[src/rtl/spi_reg_controller.sv]
`default_nettype none
// ============================================================================
// spi_reg_controller
// Splits each SPI word stream into a header plus a burst of register writes or reads.
// Rev 1.0
// ============================================================================

module spi_reg_controller #(
   parameter int NUM_REGS = 65,
   parameter int ADDR_W   = 7
) (
   input  logic              sys_clk,
   input  logic              sys_rst,
   input  logic              ssel_active,
   input  logic              word_valid,
   input  logic [15:0]       rx_word,
   output logic              reg_we,
   output logic [ADDR_W-1:0] reg_waddr,
   output logic [15:0]       reg_wdata,
   output logic              reg_re,
   output logic [ADDR_W-1:0] reg_raddr,
   input  logic [15:0]       reg_rdata,
   output logic [15:0]       tx_word,
   output logic              tx_load,
   output logic              busy,
   output logic              err
);

   typedef enum logic [2:0] {
      ST_IDLE     = 3'd0,
      ST_WRITE    = 3'd1,
      ST_RD_FETCH = 3'd2,
      ST_RD_LOAD  = 3'd3,
      ST_RD_WAIT  = 3'd4
   } state_t;

   localparam logic [ADDR_W:0]   c_num_regs  = (ADDR_W+1)'(NUM_REGS);
   localparam logic [ADDR_W-1:0] c_last_addr = ADDR_W'(NUM_REGS - 1);

   state_t              r_state;
   logic [ADDR_W-1:0]   r_addr;
   logic [6:0]          r_count;
   logic                r_err;
   logic                r_reg_we;
   logic [ADDR_W-1:0]   r_reg_waddr;
   logic [15:0]         r_reg_wdata;
   logic                r_reg_re;
   logic [ADDR_W-1:0]   r_reg_raddr;
   logic [15:0]         r_tx_word;
   logic                r_tx_load;

   logic [ADDR_W-1:0]   w_hdr_addr;
   logic                w_hdr_bad;
   logic [ADDR_W-1:0]   w_addr_inc;
   logic                w_unused_rsvd;

   assign w_hdr_addr    = rx_word[ADDR_W-1:0];
   assign w_hdr_bad     = ({1'b0, w_hdr_addr} >= c_num_regs);
   assign w_unused_rsvd = rx_word[7];

   // The bank is not a power of two deep, so the top address wraps explicitly.
   assign w_addr_inc = (r_addr == c_last_addr) ? '0 : r_addr + ADDR_W'(1);

   always_ff @(posedge sys_clk or posedge sys_rst) begin
      if (sys_rst) begin
         r_state     <= ST_IDLE;
         r_addr      <= '0;
         r_count     <= '0;
         r_err       <= 1'b0;
         r_reg_we    <= 1'b0;
         r_reg_waddr <= '0;
         r_reg_wdata <= '0;
         r_reg_re    <= 1'b0;
         r_reg_raddr <= '0;
         r_tx_word   <= '0;
         r_tx_load   <= 1'b0;
      end else begin
         r_reg_we  <= 1'b0;
         r_reg_re  <= 1'b0;
         r_tx_load <= 1'b0;

         if (!ssel_active) begin
            r_state <= ST_IDLE;
         end else begin
            case (r_state)
               ST_IDLE: begin
                  if (word_valid) begin
                     r_addr  <= w_hdr_addr;
                     r_count <= rx_word[14:8];
                     r_err   <= w_hdr_bad;
                     r_state <= rx_word[15] ? ST_WRITE : ST_RD_FETCH;
                  end
               end

               ST_WRITE: begin
                  if (word_valid) begin
                     if (!r_err) begin
                        r_reg_we    <= 1'b1;
                        r_reg_waddr <= r_addr;
                        r_reg_wdata <= rx_word;
                     end
                     if (r_count == 7'd0) begin
                        r_state <= ST_IDLE;
                     end else begin
                        r_count <= r_count - 7'd1;
                        r_addr  <= w_addr_inc;
                     end
                  end
               end

               ST_RD_FETCH: begin
                  if (!r_err) begin
                     r_reg_re    <= 1'b1;
                     r_reg_raddr <= r_addr;
                  end
                  r_state <= ST_RD_LOAD;
               end

               ST_RD_LOAD: begin
                  // An out-of-range burst still feeds the shifter, with zeros.
                  r_tx_word <= r_err ? 16'h0000 : reg_rdata;
                  r_tx_load <= 1'b1;
                  r_state   <= ST_RD_WAIT;
               end

               ST_RD_WAIT: begin
                  if (word_valid) begin
                     if (r_count == 7'd0) begin
                        r_state <= ST_IDLE;
                     end else begin
                        r_count <= r_count - 7'd1;
                        r_addr  <= w_addr_inc;
                        r_state <= ST_RD_FETCH;
                     end
                  end
               end

               default: r_state <= ST_IDLE;
            endcase
         end
      end
   end

   assign reg_we    = r_reg_we;
   assign reg_waddr = r_reg_waddr;
   assign reg_wdata = r_reg_wdata;
   assign reg_re    = r_reg_re;
   assign reg_raddr = r_reg_raddr;
   assign tx_word   = r_tx_word;
   assign tx_load   = r_tx_load;
   assign busy      = (r_state != ST_IDLE);
   assign err       = r_err;

endmodule

`default_nettype wire

[config.mk]
export PLATFORM = sky130hd
export DESIGN_NAME = spi_reg_controller
export DESIGN_NICKNAME = d
export VERILOG_FILES = /design/src/rtl/spi_reg_controller.sv
export SDC_FILE = /design/constraint.sdc
export NUM_CORES = 1
export LEC_CHECK = 0
export ABC_CLOCK_PERIOD_IN_PS = 3500
export CAP_MARGIN = 20
export CORE_MARGIN = 1.5
export CORE_UTILIZATION = 35
export CTS_CLUSTER_SIZE = 24
export DETAILED_ROUTE_END_ITERATION = 12
export GPL_TIMING_DRIVEN = 0
export PLACE_DENSITY = 0.72
export SLEW_MARGIN = 20
export SYNTH_ARGS = -nofsm -noshare
export SYNTH_HDL_FRONTEND = slang
export SYNTH_SLANG_ARGS = --single-unit
[constraint.sdc]
create_clock -name sys_clk -period 3.5 [get_ports sys_clk]
set_input_delay 0.7 -clock sys_clk [delete_from_list [all_inputs] [get_ports sys_clk]]
set_output_delay 0.7 -clock sys_clk [all_outputs]
set_load 0.02 [all_outputs]
==> metrics.yaml <==
clock_tree:
  clk_pin_slew_worst_paths_ns: 0.08
  clock_sink_count: 67
  numCtsBuffers: 9
  clk_path_buf_depth: 2
  clk-insertion-delay-late_ns: 0.35
  post_cts_setup_repair_bufs: 0
  cts-root-buf: "sky130_fd_sc_hd__clkbuf_8"
  tritoncts: "done"
  post_cts_hold_buffer_count: 0
  postCtsResizedCells: 0
  cts_max_level: 3
layout:
  drive_above_1_share_pct: 12.4
  nFillCells: 791
  syn2layout_area_growth_pct: 39.3
  number_of_antenna_diodes: 0
  layout.nets: 416
sta:
  worst-slew-pin-transition_ns: 0.507
  rsz0062_at_grt: "no"
  final.period_utilization_pct: 80.5
  drv_slew: 0
  fmax_mhz: 355
  finalClockSkew_ns: 0.0135
  layout_min_cycle_time_ns: 2.82
  report.final.hold_viol_count: 0
  finalHoldWorstSlack_ns: 0.485
  max-slew-margin-rel_pct: 66.1
  finalSetupViolCount: 0
  postLayoutSetupSlackWorst_ns: 0.681
floorplanning:
  core_area_sq_mm: 0.00876
  floorplan.io_pins: 87
  placementRows: 34
  chipWidth_um: 98.3
  fp.dieArea_sq_mm: 0.00966
  die_h_um: 98.3
  floorplan.initialDensity_pct: 36.3
synthesis:
  async_flop_share_pct: 100
  syn_std_cell_area_sq_mm: 0.00318
  postSynthAreaPerCell_sq_um: 11.4
  ys.flop_type: "sky130_fd_sc_hd__dfrtp_1"
  ys.warnings.count: 0
  ys_seq_area_share_pct: 52.8
  synth_cell_types: 51
  synth-edff-count: 0
  synthCells: 278
  yosys_register_bits: 67
  mappedNetlistNets: 318
setup_path:
  critical_path_required_ns: 2.80
  critical_path_class: "flop to output port"
  reg2reg_setup_slack_ns: 1.53
  wp_data_arrival_ns: 2.12
  timing.critical_path.to_type: "output port"
  startpoint_type_of_the_worst_setup_path: "flop"
  crit_fanout: 10
detailed_routing:
  dr.first_iter.drc_count: 48
  via_per_inst: 5.13
  avgRoutedWirePerCell_um: 15.7
  detail-route-antenna-nets: 0
  detailroute.via_count: 2505
  aggregate_routed_wire_length_um: 7680
  detail_route.drc_violations: 0
  drt_first_pass_iters: 4
global_routing:
  gr-total-overflow: 0
  grt_pass1_vias: 2652
  grt_antenna_before_repair: 0
  largest_net_degree_at_the_start_of_global_routing: 51
  first_pass_grt_wire_length_um: 13000
  grt.total_usage_pct: 16.9
placed_design:
  port_buffers: 86
  hpwl_um: 5540
  minimum_setup_slack_after_placement_ns: 0.873
  finalWeightedCongestion: 0.877
power:
  worst_ir_drop_vdd_mv: 0.336
  p_per_area_mw_per_mm2: 738
  power.leakage_nw: 1.94
status:
  status: "finished clean"
job:
  max_cap_violations: 0
hold_path:
  hold_path_class: "flop to flop"
## power breakdown
group          switching, mW  internal (mW)
logic                  0.640          0.667
registers              0.178           1.05
clock network          0.309          0.422
## per-stage QoR
step	power [mW]	cell area [sq um]	TNS, ns	util [%]	cells
2_1_floorplan	1.91	3180	0	-	278
3_3_place_gp	2.52	4170	-4.97	47.6	472
3_5_place_dp	2.57	4200	0	48.0	473
4_1_cts	3.30	4430	0	50.5	488
5_1_grt	3.45	4430	0	50.5	488
6_report	3.27	4430	0	50.5	488
## critical path, stage by stage, from the launching register on
cell and delay [ns]:
sky130_fd_sc_hd__dfrtp_1 0.40, sky130_fd_sc_hd__buf_2 0.20, sky130_fd_sc_hd__clkbuf_1 0.24, sky130_fd_sc_hd__or3_1 0.39, sky130_fd_sc_hd__clkdlybuf4s50_1 0.55
## final cells by class
type                       instances  area, sq um  share of cell area, %
sequential                        67         1680                   37.9
multi-input combinational        182         1360                   30.6
timing repair buffer              87          888                   20.1
clock buffer                      10          138                   3.11
tap                              108          135                   3.05
buffer                            16         96.3                   2.18
clock inverter                     5         85.1                   1.92
inverter                          13         51.3                   1.16
## layout by cell type, fill, tap and decap left out, drive strengths merged, types with 2 or more instances in the layout
| master | count |
|---|---|
| inv | 15 |
| a211o | 3 |
| nor2b | 2 |
| o21ai | 24 |
| buf | 8 |
| nand2 | 23 |
| bufinv | 2 |
| nand2b | 17 |
| nor2 | 6 |
| o211ai | 2 |
| or3 | 2 |
| mux2i | 2 |
| or2 | 2 |
| mux2 | 33 |
| and3b | 2 |
| nor3 | 8 |
| dfrtp | 67 |
| nor4 | 4 |
| and2 | 2 |
| ha | 4 |
| o2bb2ai | 4 |
| o211a | 4 |
| o22ai | 5 |
| a32oi | 4 |
| a21oi | 5 |
| clkbuf | 19 |
| nand3 | 2 |
| and3 | 5 |
| clkdlybuf4s50 | 86 |
## Yosys cell counts (2+ instances only)
cell type	instances	area share, %
sky130_fd_sc_hd__dfrtp_1	67	53
sky130_fd_sc_hd__nand2_1	23	2.7
sky130_fd_sc_hd__mux2_1	20	7.1
sky130_fd_sc_hd__nand2b_1	17	3.3
sky130_fd_sc_hd__o21ai_1	15	2.4
sky130_fd_sc_hd__inv_1	13	1.5
sky130_fd_sc_hd__mux2_2	13	4.6
sky130_fd_sc_hd__clkbuf_1	9	1.1
sky130_fd_sc_hd__o21ai_0	9	1.4
sky130_fd_sc_hd__nor3_1	7	1.1
sky130_fd_sc_hd__a21oi_1	5	0.79
sky130_fd_sc_hd__and3_1	5	0.98
sky130_fd_sc_hd__nor2_1	5	0.59
sky130_fd_sc_hd__a32oi_1	4	1.1
sky130_fd_sc_hd__buf_6	4	1.4
sky130_fd_sc_hd__ha_1	4	1.6
sky130_fd_sc_hd__nor4_1	4	0.79
sky130_fd_sc_hd__o211a_1	4	1.3
sky130_fd_sc_hd__o22ai_2	4	1.6
sky130_fd_sc_hd__o2bb2ai_1	4	1.1
sky130_fd_sc_hd__a211o_1	3	0.83
sky130_fd_sc_hd__and2_1	2	0.39
sky130_fd_sc_hd__and3b_1	2	0.55
sky130_fd_sc_hd__buf_2	2	0.32
sky130_fd_sc_hd__mux2i_1	2	0.63
sky130_fd_sc_hd__nand3_1	2	0.32
sky130_fd_sc_hd__nor2b_1	2	0.39
sky130_fd_sc_hd__o211ai_1	2	0.47
sky130_fd_sc_hd__or2_1	2	0.39
sky130_fd_sc_hd__or3_1	2	0.39
## final timing paths
path	cells past startpoint	start	to
setup reg to reg	4	r_count[4]$_DFFE_PP0P_	r_addr[0]$_DFFE_PP0P_
max in group asynchronous	3	sys_rst	r_count[6]$_DFFE_PP0P_
hold reg to reg	1	reg_wdata[13]$_DFFE_PP0P_	reg_wdata[13]$_DFFE_PP0P_
hold / removal	1	reg_wdata[13]$_DFFE_PP0P_	reg_wdata[13]$_DFFE_PP0P_
setup / recovery	4	r_state[1]$_DFFE_PP0P_	busy
min in group asynchronous	2	sys_rst	tx_word[2]$_DFFE_PP0P_
## state kept, by name (all words and copies together) (netlist names)
register and cells:
reg_wdata 16, tx_word 16, r_addr 7, r_count 7
reg_raddr 7, reg_waddr 7, r_state 3, err 1
reg_re 1, reg_we 1, tx_load 1
## per-layer routing
layer  up-vias  part of all wire (%)  GRT usage, %
met5         -                     0             0
met4         0                   1.6          6.61
met3         9                   5.1          4.15
met2        68                    48          27.3
met1      1230                    46          22.0
li1       1198                     -             -
## cell families after synthesis
group | synth area share [%]
and+or+nand+nor | 13.2
DFF | 52.8
muxes | 12.3
xor gates and xnor gates | 0.512
AOI/OAI and AO/OA | 15.0
adders and majority gates | 1.58
buffers and inverters | 4.57
No activity file was read; power rests on OpenSTA's default activity.
